==> config.mk <==
export PLATFORM = sky130hd
export DESIGN_NAME = multicycle_control_fsm
export DESIGN_NICKNAME = d
export VERILOG_FILES = /design/src/rtl/cpu16_defs.sv /design/src/rtl/multicycle_control_fsm.sv
export SDC_FILE = /design/constraint.sdc
export NUM_CORES = 1
export LEC_CHECK = 0
export ABC_AREA = 1
export CAP_MARGIN = 5
export CORE_MARGIN = 5
export CORE_UTILIZATION = 37
export CTS_BUF_LIST = sky130_fd_sc_hd__clkbuf_16
export CTS_CLUSTER_DIAMETER = 150
export DETAILED_ROUTE_END_ITERATION = 8
export HOLD_SLACK_MARGIN = 0.03
export PLACE_DENSITY = 0.7
export SLEW_MARGIN = 20
export SYNTH_ARGS = -nofsm -noshare
export SYNTH_HDL_FRONTEND = slang
export SYNTH_SLANG_ARGS = --single-unit
==> constraint.sdc <==
create_clock -name clock -period 1.2 [get_ports clock]
set_input_delay 0.18 -clock clock [delete_from_list [all_inputs] [get_ports clock]]
set_output_delay 0.18 -clock clock [all_outputs]
set_load 0.01 [all_outputs]
==> src/rtl/cpu16_defs.sv <==
// Shared definitions for the 16-bit multi-cycle CPU.
// Opcodes, 4-bit FSM state encodings and datapath control codes.
package cpu16_defs;

    localparam logic [2:0] OP_RTYPE = 3'b000;
    localparam logic [2:0] OP_LW    = 3'b001;
    localparam logic [2:0] OP_SW    = 3'b010;
    localparam logic [2:0] OP_BEQ   = 3'b011;
    localparam logic [2:0] OP_J     = 3'b100;
    localparam logic [2:0] OP_ADDI  = 3'b101;

    localparam logic [1:0] ALU_ADD   = 2'b00;
    localparam logic [1:0] ALU_SUB   = 2'b01;
    localparam logic [1:0] ALU_FUNCT = 2'b10;

    localparam logic [1:0] SRCB_B    = 2'b00;
    localparam logic [1:0] SRCB_TWO  = 2'b01;
    localparam logic [1:0] SRCB_IMM  = 2'b10;
    localparam logic [1:0] SRCB_BOFF = 2'b11;

    localparam logic [1:0] PCSRC_ALU    = 2'b00;
    localparam logic [1:0] PCSRC_ALUOUT = 2'b01;
    localparam logic [1:0] PCSRC_JUMP   = 2'b10;

    typedef enum logic [3:0] {
        S_FETCH    = 4'd0,
        S_DECODE   = 4'd1,
        S_MEMADR   = 4'd2,
        S_MEMREAD  = 4'd3,
        S_MEM_WB   = 4'd4,
        S_MEMWRITE = 4'd5,
        S_EXEC_R   = 4'd6,
        S_R_WB     = 4'd7,
        S_EXEC_I   = 4'd8,
        S_I_WB     = 4'd9,
        S_BRANCH   = 4'd10,
        S_JUMP     = 4'd11,
        S_ILLEGAL  = 4'd12
    } state_t;

endpackage

==> src/rtl/multicycle_control_fsm.sv <==
// Moore control FSM for the 16-bit multi-cycle CPU.
// Drives every datapath strobe from state + memory wait counter.
module multicycle_control_fsm
    import cpu16_defs::*;
#(
    parameter int MEM_LATENCY = 1
) (
    input  logic       clock,
    input  logic       reset,
    input  logic [2:0] opcode,
    output logic [1:0] ALUOp,
    output logic [1:0] ALUSrcB,
    output logic [1:0] PCSource,
    output logic       ALUSrcA,
    output logic       RegDst,
    output logic       MemtoReg,
    output logic       MemRead,
    output logic       MemWrite,
    output logic       IorD,
    output logic       RegWrite,
    output logic       IRWrite,
    output logic       PCWrite,
    output logic       PCWriteCond,
    output logic       illegal_op,
    output logic [3:0] state_dbg
);

    localparam int WW = (MEM_LATENCY > 0) ? $clog2(MEM_LATENCY + 1) : 1;
    localparam logic [WW-1:0] LAST = WW'(MEM_LATENCY);

    state_t        state, state_nxt;
    logic [WW-1:0] wait_cnt;
    logic          is_store;
    logic          last;

    assign last = (wait_cnt == LAST);

    // Load/store choice is captured in DECODE so MEMADR never looks at opcode.
    always_ff @(posedge clock) begin
        if (reset) begin
            state    <= S_FETCH;
            wait_cnt <= '0;
            is_store <= 1'b0;
        end else begin
            state <= state_nxt;
            if (state_nxt != state)
                wait_cnt <= '0;
            else if (!last)
                wait_cnt <= wait_cnt + WW'(1);
            if (state == S_DECODE)
                is_store <= (opcode == OP_SW);
        end
    end

    always_comb begin
        state_nxt   = state;
        ALUOp       = ALU_ADD;
        ALUSrcB     = SRCB_B;
        PCSource    = PCSRC_ALU;
        ALUSrcA     = 1'b0;
        RegDst      = 1'b0;
        MemtoReg    = 1'b0;
        MemRead     = 1'b0;
        MemWrite    = 1'b0;
        IorD        = 1'b0;
        RegWrite    = 1'b0;
        IRWrite     = 1'b0;
        PCWrite     = 1'b0;
        PCWriteCond = 1'b0;
        illegal_op  = 1'b0;
        state_dbg   = state;

        case (state)
            S_FETCH: begin
                MemRead = 1'b1;
                ALUSrcB = SRCB_TWO;
                if (last) begin
                    IRWrite   = 1'b1;
                    PCWrite   = 1'b1;
                    state_nxt = S_DECODE;
                end
            end
            S_DECODE: begin
                ALUSrcB = SRCB_BOFF;
                case (opcode)
                    OP_RTYPE:     state_nxt = S_EXEC_R;
                    OP_LW, OP_SW: state_nxt = S_MEMADR;
                    OP_BEQ:       state_nxt = S_BRANCH;
                    OP_J:         state_nxt = S_JUMP;
                    OP_ADDI:      state_nxt = S_EXEC_I;
                    default:      state_nxt = S_ILLEGAL;
                endcase
            end
            S_MEMADR: begin
                ALUSrcA   = 1'b1;
                ALUSrcB   = SRCB_IMM;
                state_nxt = is_store ? S_MEMWRITE : S_MEMREAD;
            end
            S_MEMREAD: begin
                MemRead = 1'b1;
                IorD    = 1'b1;
                if (last)
                    state_nxt = S_MEM_WB;
            end
            S_MEM_WB: begin
                RegWrite  = 1'b1;
                MemtoReg  = 1'b1;
                state_nxt = S_FETCH;
            end
            S_MEMWRITE: begin
                MemWrite  = 1'b1;
                IorD      = 1'b1;
                state_nxt = S_FETCH;
            end
            S_EXEC_R: begin
                ALUSrcA   = 1'b1;
                ALUOp     = ALU_FUNCT;
                state_nxt = S_R_WB;
            end
            S_R_WB: begin
                RegWrite  = 1'b1;
                RegDst    = 1'b1;
                state_nxt = S_FETCH;
            end
            S_EXEC_I: begin
                ALUSrcA   = 1'b1;
                ALUSrcB   = SRCB_IMM;
                state_nxt = S_I_WB;
            end
            S_I_WB: begin
                RegWrite  = 1'b1;
                state_nxt = S_FETCH;
            end
            S_BRANCH: begin
                ALUSrcA     = 1'b1;
                ALUOp       = ALU_SUB;
                PCWriteCond = 1'b1;
                PCSource    = PCSRC_ALUOUT;
                state_nxt   = S_FETCH;
            end
            S_JUMP: begin
                PCWrite   = 1'b1;
                PCSource  = PCSRC_JUMP;
                state_nxt = S_FETCH;
            end
            S_ILLEGAL: begin
                illegal_op = 1'b1;
                state_nxt  = S_FETCH;
            end
            default: begin
                state_dbg = '0;
                state_nxt = S_FETCH;
            end
        endcase

        if (reset) begin
            {ALUOp, ALUSrcB, PCSource, ALUSrcA, RegDst, MemtoReg,
             MemRead, MemWrite, IorD, RegWrite, IRWrite, PCWrite,
             PCWriteCond, illegal_op, state_dbg} = '0;
        end
    end

endmodule

==> results of run 1 <==
cells in the mapped netlist:
master,n
nand2_1,27
nor2_1,17
inv_1,14
nand3_1,10
a21oi_1,8
nor3_1,8
nor2_2,7
dfxtp_1,6
inv_2,5
a31oi_1,2
clkbuf_1,2
nand3_2,2
o21ai_0,2
a211oi_1,1
buf_4,1
buf_6,1
nand2_2,1
o21ai_1,1
cells by family after synthesis:
| group | count (synthesis) |
|---|---|
| simple gates | 72 |
| buf+inv | 23 |
| compound gates | 14 |
| flops | 6 |
repair_timing:
item | in CTS
pin swaps | 9
resized for setup | 136
endpoints found under the setup margin | 27
buffers inserted | 16
stage by stage:
stage | hold slack (ns) | cell area (um^2) | worst slack, ns
after floorplan | 0.3881 | 630.6 | 0.04742
after global placement | 0.5151 | 1062 | -0.5475
after detailed placement | 0.5136 | 1062 | -0.5824
after CTS | 0.5424 | 1325 | -0.2398
==> results.py, run 1 <==
metrics = {
    "timing": {
        "grt-worst-endpoint": "ALUSrcB[1]",
        "endpoint_type": "primary output",
    },
    "logic_synthesis": {
        "ys_seq_area_share_pct": 19.43,
        "syn_inst": 115,
        "synth_fa_ha_area_share_pct": 0,
        "synth.distinct_cells": 18,
        "syn_area_um2": 618.1,
        "syn_avg_cell_area_um2": 5.375,
        "yosys.area.top_type": "dfxtp_1",
        "synth_xor_area_share_pct": 0,
        "yosys.area_share.simple_pct": 52.63,
        "ys_top_cells_by_area": "dfxtp_1 (19%), nand2_1 (16%), nor2_1 (10%), inv_1 (8.5%), nand3_1 (8.1%)",
        "yosysTopAreaCellShare_pct": 19.43,
        "ys_seq_elements": 6,
        "synth_fp_nets": 120,
        "synth.area.mux_share_pct": 0,
        "synth_top_family_by_area": "simple AND/OR/NAND/NOR gates",
        "synth_compound_gate_area_share_pct": 12.15,
        "ys_warn_count": 0,
    },
    "placement": {
        "dp_hpwl_um": 1726,
        "place.gp.congestion": 0.8828,
        "dp.cells": 177,
        "port_buffers": 25,
    },
    "cts": {
        "cts_buffers": 3,
        "root_buffer": "clkbuf_16",
        "htree_levels": 1,
        "clock_path_buffers": 2,
        "clock_sinks": 6,
        "hold_buffers": 0,
    },
    "die": {
        "die_h_um": 50.87,
        "die_w_um": 50.87,
        "io-pin-count": 26,
        "row_count": 14,
        "initial_core_util_pct": 40.10,
    },
    "run_status": {
        "status": "did not finish",
        "error": "[ERROR DPL-0033] detailed placement checks failed during check placement.",
        "stop_stage": "5_1_grt",
    },
    "global_route": {
        "grt_antenna_before_repair": 0,
        "grt_max_degree": 16,
    },
}
==> inputs of run 2 (changes only) <==
--- a/config.mk
+++ b/config.mk
@@ -7,13 +7,10 @@
 export LEC_CHECK = 0
 export ABC_AREA = 1
 export CAP_MARGIN = 5
-export CORE_MARGIN = 5
-export CORE_UTILIZATION = 37
-export CTS_BUF_LIST = sky130_fd_sc_hd__clkbuf_16
-export CTS_CLUSTER_DIAMETER = 150
+export CORE_AREA = 5 5 66 68
 export DETAILED_ROUTE_END_ITERATION = 8
-export HOLD_SLACK_MARGIN = 0.03
-export PLACE_DENSITY = 0.7
+export DIE_AREA = 0 0 71 73
+export PLACE_DENSITY_LB_ADDON = 0.15
 export SLEW_MARGIN = 20
 export SYNTH_ARGS = -nofsm -noshare
 export SYNTH_HDL_FRONTEND = slang
==> constraint.sdc (replaced) <==
create_clock -name clock -period 1.56 [get_ports clock]
set_input_delay 0.234 -clock clock [delete_from_list [all_inputs] [get_ports clock]]
set_output_delay 0.234 -clock clock [all_outputs]
set_load 0.01 [all_outputs]
==> run 2 against run 1 <==
  * The flow now finishes, with violations (setup timing)
  * Synthesized cell count unchanged
  * Area after synthesis unchanged
==> results.py, run 2 <==
metrics = {
    "placement": {
        "placed_area_um2": 1067,
        "dp_hpwl_um": 1853,
        "port_buffers": 25,
        "place.gp.congestion": 0.8135,
        "place_ws_ns": -0.3957,
    },
    "cells_and_area": {
        "max_flop_register": "state",
        "final_cell_area_um2": 1205,
        "fillCellCount": 472,
        "final_common_cell": "buf_4",
        "drive_above_1_share_pct": 50.90,
        "mostFrequentLayoutCells": "buf_4 (25), nand2_1 (22), nor2_1 (15)",
        "finalNetCount": 174,
        "largest_reg_flops": 4,
        "area_delta_synth_final_pct": 94.94,
        "diodes": 0,
    },
    "detailed_routing": {
        "vias": 871,
        "viasPerCell": 4.014,
        "firstDrtPassIters": 4,
        "drc": 0,
        "ant_nets": 0,
        "wl_per_cell_um": 10.44,
        "drt-initial-drc-count": 12,
        "wirelength_um": 2266,
    },
    "die": {
        "coreArea_um2": 3799,
        "initial_core_util_pct": 16.27,
        "die_h_um": 73,
        "die_area_um2": 5183,
        "die_w_um": 71,
        "row_count": 23,
        "io-pin-count": 26,
    },
    "worst_setup_path": {
        "cp-end-kind": "output pin",
        "cp_data_required_time_ns": 1.33,
        "worstSetupStartpointType": "flop",
        "cp.arrival_ns": 1.35,
        "reg2reg_from": "state[2]$_SDFF_PP0_",
        "cp_max_fo": 5,
        "crit_type": "reg2out",
        "startpoint": "state[1]$_SDFF_PP0_",
    },
    "logic_synthesis": {
        "yosys.area.top_type": "dfxtp_1",
        "yosysTopAreaCellShare_pct": 19.43,
        "synth.distinct_cells": 18,
        "synth_fp_nets": 120,
        "syn_area_um2": 618.1,
        "yosysMostFrequentCell": "nand2_1",
        "yosys-top-cells-count": "nand2_1 (27), nor2_1 (17), inv_1 (14), nand3_1 (10)",
        "ys_warn_count": 0,
        "ys_top_cells_by_area": "dfxtp_1 (19%), nand2_1 (16%), nor2_1 (10%), inv_1 (8.5%), nand3_1 (8.1%)",
        "syn_avg_cell_area_um2": 5.375,
        "synth_flop_cell": "dfxtp_1",
        "ys_seq_elements": 6,
        "synth_edf_count": 0,
        "synth-async-reset-ratio_pct": 0,
        "ys_seq_area_share_pct": 19.43,
        "syn_inst": 115,
    },
    "timing": {
        "grt_setup_unrepaired": "true",
        "period_needed_ns": 1.580,
        "hold_viol_final": 0,
        "skew_ns": 0.001138,
        "finalSetupTns_ns": -0.03744,
        "fmax_ghz": 0.6330,
        "report.final.setup_viol": 2,
        "worstMarginPinSlew_ns": 0.1822,
        "finalCritPeriodShare_pct": 101.3,
        "fin_ws_ns": -0.01969,
        "relSlewSlack_pct": 87.76,
        "finalMaxSlewViolations": 0,
    },
    "job": {
        "max_cap_violations": 0,
    },
    "pwr": {
        "leakage_nw": 0.6166,
        "clkPwrFrac_pct": 13.7,
        "p_seq_share_pct": 18.2,
        "ir_drop_uv": 347.2,
        "p_comb_share_pct": 68.0,
        "p_per_area_nw_per_um2": 1410,
        "power.internal_mw": 0.9720,
        "netSwitchingFraction_pct": 42.77,
        "power.switching_mw": 0.7264,
    },
    "global_route": {
        "grt_pass1_vias": 859,
        "grt_use_total_pct": 9.075,
        "grt_max_degree": 21,
        "grt-ovfl-total": 0,
        "grt_antenna_before_repair": 0,
        "grt_pass1_wl_um": 3753,
    },
    "cts": {
        "clkLatencyLatePin_ns": 0.22,
        "path_clk_slew_ns": 0.04,
        "clock_path_buffers": 2,
        "hold_buffers": 0,
        "clock_sinks": 6,
        "cts_buffers": 3,
        "cts_tree": "yes",
        "htree_levels": 1,
        "root_buffer": "clkbuf_8",
    },
    "hold_path": {
        "hp-start": "is_store$_SDFFE_PP0P_",
        "hold_path_class": "reg2reg",
    },
    "run_status": {
        "violations": "setup timing",
        "status": "complete, but fails checks",
    },
}
## run 2: cell counts after synthesis
Identical to the previous run, type by type.
## run 2: worst max-delay path, cell delays in order (launching register included)
cell             delay, ns
dfxtp_4               0.36
nor2_4                0.15
buf_4                 0.13
nand2_2               0.07
nand2_2               0.09
o21ai_1               0.06
inv_1                 0.05
clkdlybuf4s15_2       0.21
## run 2: routing by layer
layer  routed length (um)  global-route usage [%]  share of wire (%)
met1                  992                   10.43                 44
met4                   55                   5.010                2.4
met3                  132                   1.928                5.8
met5                    0                       0                  0
met2                 1087                   15.65                 48
## run 2: path summary, 6_finish.rpt
path / endpoint / slack, ns / depth (start not counted)
setup / recovery: ALUSrcA / -0.02 / 7
hold / removal: is_store$_SDFFE_PP0P_ / 0.52 / 2
setup reg to reg: last$_SDFF_PP0_ / 0.12 / 10
hold reg to reg: is_store$_SDFFE_PP0P_ / 0.52 / 2
## run 2: power groups by stage
| stage | logic (mW) | clock network (mW) | registers [mW] |
|---|---|---|---|
| 6_report | 1.16 | 0.233 | 0.310 |
| 5_1_grt | 1.28 | 0.253 | 0.322 |
| 3_3_place_gp | 0.944 | 0 | 0.274 |
| 3_5_place_dp | 0.942 | 0 | 0.275 |
| 4_1_cts | 1.07 | 0.239 | 0.306 |
| 2_1_floorplan | 0.497 | 0 | 0.263 |
## run 2: final cells by class
type	instances	area, um^2	area share, %
clock buffers	3	41.29	3.427
inverters	19	71.32	5.919
multi-input cells	86	491.7	40.81
flip-flops and latches	6	132.6	11.01
well taps	50	62.56	5.192
repair buffers	53	405.4	33.64
## run 2: cells by family after synthesis
| family | count (synthesis) | share of synthesized area [%] |
|---|---|---|
| simple gates | 72 | 52.63 |
| flops | 6 | 19.43 |
| compound gates | 14 | 12.15 |
| buf+inv | 23 | 15.79 |
## run 2: stage by stage
step                      cells  utilization, %  power [mW]  hold WS [ns]
after global routing        217           31.72       1.850        0.5498
after floorplan             115               -      0.7597        0.4421
after global placement      206           28.10       1.219        0.5118
after CTS                   213           30.67       1.612        0.5203
after detailed placement    206           28.10       1.217        0.5154
final                       217           31.72       1.698        0.5219
## run 2: what timing repair did
item,4_1_cts,5_1_grt
buffers inserted,4,4
setup endpoints to repair,21,19
pin swaps,2,4
resized for setup,76,25
Note: power is estimated with default switching activity, not from simulation.
==> inputs of run 3 (changes only) <==
--- a/config.mk
+++ b/config.mk
@@ -11,6 +11,7 @@
 export DETAILED_ROUTE_END_ITERATION = 8
 export DIE_AREA = 0 0 71 73
 export PLACE_DENSITY_LB_ADDON = 0.15
+export SETUP_SLACK_MARGIN = 0.05
 export SLEW_MARGIN = 20
 export SYNTH_ARGS = -nofsm -noshare
 export SYNTH_HDL_FRONTEND = slang
==> run 3 against run 2 <==
  * The run now ends clean
  * Sequential power about the same
  * Critical path depth increased by 1
  * Flip-flop and latch count unchanged
  * Wire length increased by 3.0%
  * Via count increased by 3.7%
  * Sequential share of layout area decreased by 0.11 points
  * Fmax increased by 4.2%
  * Critical path type unchanged
  * Largest cell class unchanged
  * Largest power group unchanged
==> results.py, run 3 (synthesis results as in run 2) <==
metrics = {
    "detailed_routing": {
        "wl_per_cell_um": 10.61,
        "viasPerCell": 4.105,
        "drt-initial-drc-count": 22,
        "firstDrtPassIters": 4,
        "drc": 0,
        "vias": 903,
        "wirelength_um": 2335,
        "ant_nets": 0,
    },
    "timing": {
        "grt_setup_unrepaired": "true",
        "skew_ns": 0.001570,
        "worstMarginPinSlew_ns": 0.2075,
        "finalMaxSlewViolations": 0,
        "report.final.setup_viol": 0,
        "fmax_ghz": 0.6598,
        "period_needed_ns": 1.516,
        "hold_viol_final": 0,
        "finalCritPeriodShare_pct": 97.15,
        "relSlewSlack_pct": 86.12,
    },
    "cts": {
        "clkLatencyLatePin_ns": 0.22,
        "cts_buffers": 3,
        "clock_sinks": 6,
        "root_buffer": "clkbuf_8",
        "htree_levels": 1,
        "path_clk_slew_ns": 0.04,
        "cts_tree": "yes",
        "clock_path_buffers": 2,
    },
    "pwr": {
        "leakage_nw": 0.6475,
        "total_power_mw": 1.724,
        "ir_drop_uv": 344.9,
        "p_per_area_nw_per_um2": 1390,
    },
    "die": {
        "io-pin-count": 26,
        "die_h_um": 73,
        "die_w_um": 71,
        "initial_core_util_pct": 16.27,
        "die_area_um2": 5183,
        "coreArea_um2": 3799,
        "row_count": 23,
    },
    "hold_path": {
        "whs_endpoint": "is_store$_SDFFE_PP0P_",
        "hp-start": "is_store$_SDFFE_PP0P_",
        "holdPathStages": 2,
        "hold_path_class": "reg2reg",
    },
    "global_route": {
        "grt_max_degree": 21,
        "grt_use_total_pct": 9.015,
        "grt_antenna_before_repair": 0,
        "grt-ovfl-total": 0,
        "grt_pass1_wl_um": 3739,
        "grt_pass1_vias": 869,
    },
    "job": {
        "max_cap_violations": 0,
    },
    "worst_setup_path": {
        "cp-end-kind": "output pin",
        "reg2reg_from": "state[3]$_SDFF_PP0_",
        "cp.arrival_ns": 1.28,
        "cp_max_fo": 5,
        "cp_data_required_time_ns": 1.33,
        "r2r_slack_ns": 0.13,
        "crit_type": "reg2out",
        "worstSetupStartpointType": "flop",
        "reg2reg_depth": 10,
        "r2r_end": "last$_SDFF_PP0_",
    },
    "placement": {
        "dp.cells": 206,
        "port_buffers": 25,
        "placed_area_um2": 1067,
        "place.gp.congestion": 0.8135,
        "dp_hpwl_um": 1853,
    },
    "cells_and_area": {
        "fin_cells": 220,
        "fillCellCount": 464,
        "mostFrequentLayoutCells": "buf_4 (27), nand2_1 (19), buf_2 (16)",
        "final_common_cell": "buf_4",
        "largest_reg_flops": 4,
        "drive_above_1_share_pct": 58.24,
        "finalNetCount": 177,
        "final_cell_area_um2": 1240,
        "diodes": 0,
        "max_flop_register": "state",
        "area_delta_synth_final_pct": 100.6,
    },
    "run_status": {
        "status": "finished, final reports clean",
    },
}
run 3: changes by cell type in the layout (fill, tap and decap cells not counted), moves of 2 or more:
cell / change
buf_2: +8
buf_4: +2
clkbuf_2: -2
clkdlybuf4s15_2: -3
dlygate4sd2_1: -3
inv_2: -2
inv_4: +2
nand2_1: -3
nand2_2: +3
nor2_1: -2
run 3: metal layers:
metal,wire length [um],global-route usage [%]
met1,977,10.09
met2,1168,15.86
met4,55,5.010
met3,134,1.928
met5,0,0
run 3: how the worst max path moves through the flow:
stage	start	end	slack [ns]	cells after the start
2_1_floorplan	state[1]$_SDFF_PP0_	PCSource[0]	0.13	5
6_report	state[1]$_SDFF_PP0_	ALUSrcA	0.04	8
5_1_grt	state[1]$_SDFF_PP0_	ALUSrcA	-0.05	8
3_5_place_dp	reset	PCSource[0]	-0.40	5
4_1_cts	state[1]$_SDFF_PP0_	ALUSrcB[1]	-0.08	8
3_3_place_gp	reset	PCSource[0]	-0.33	5
run 3: layout make-up:
class                   count  area, um^2  area share [%]
repair buffers             56       401.6           32.39
well taps                  50       62.56           5.045
clock buffers               3       41.29           3.330
inverters                  19       76.32           6.155
multi-input cells          86       523.0           42.18
flip-flops and latches      6       135.1           10.90
run 3: timing repair:
item / CTS / global route
resized for setup: 97 / 29
buffers inserted: 5 / 6
endpoints found under the setup margin: 21 / 21
pin swaps: 4 / 7
hold buffers: 0 / 0
run 3: critical path, cell delays in order (launching register included):
cell and delay [ns]:
dfxtp_4 0.38, buf_6 0.11, inv_4 0.03, nor2_4 0.14
inv_2 0.08, nor2_1 0.09, o21ai_1 0.07, inv_1 0.04
buf_2 0.12
run 3: per-stage QoR:
step	worst slack, ns	hold slack, ns	utilization (%)	setup TNS, ns
after detailed placement	-0.3957	0.5154	28.10	-5.524
final	0.04443	0.5191	32.64	0
after global routing	-0.04618	0.5498	32.64	-0.07034
after CTS	-0.07527	0.5203	30.50	-0.07527
after global placement	-0.3317	0.5118	28.10	-5.320
after floorplan	0.1260	0.4421	-	0
run 3: where the power goes:
group / internal [mW] / total (mW) / switching (mW)
clock network: 0.166 / 0.232 / 0.0668
logic: 0.584 / 1.18 / 0.594
registers: 0.223 / 0.313 / 0.0896
total: 0.973 / 1.72 / 0.750
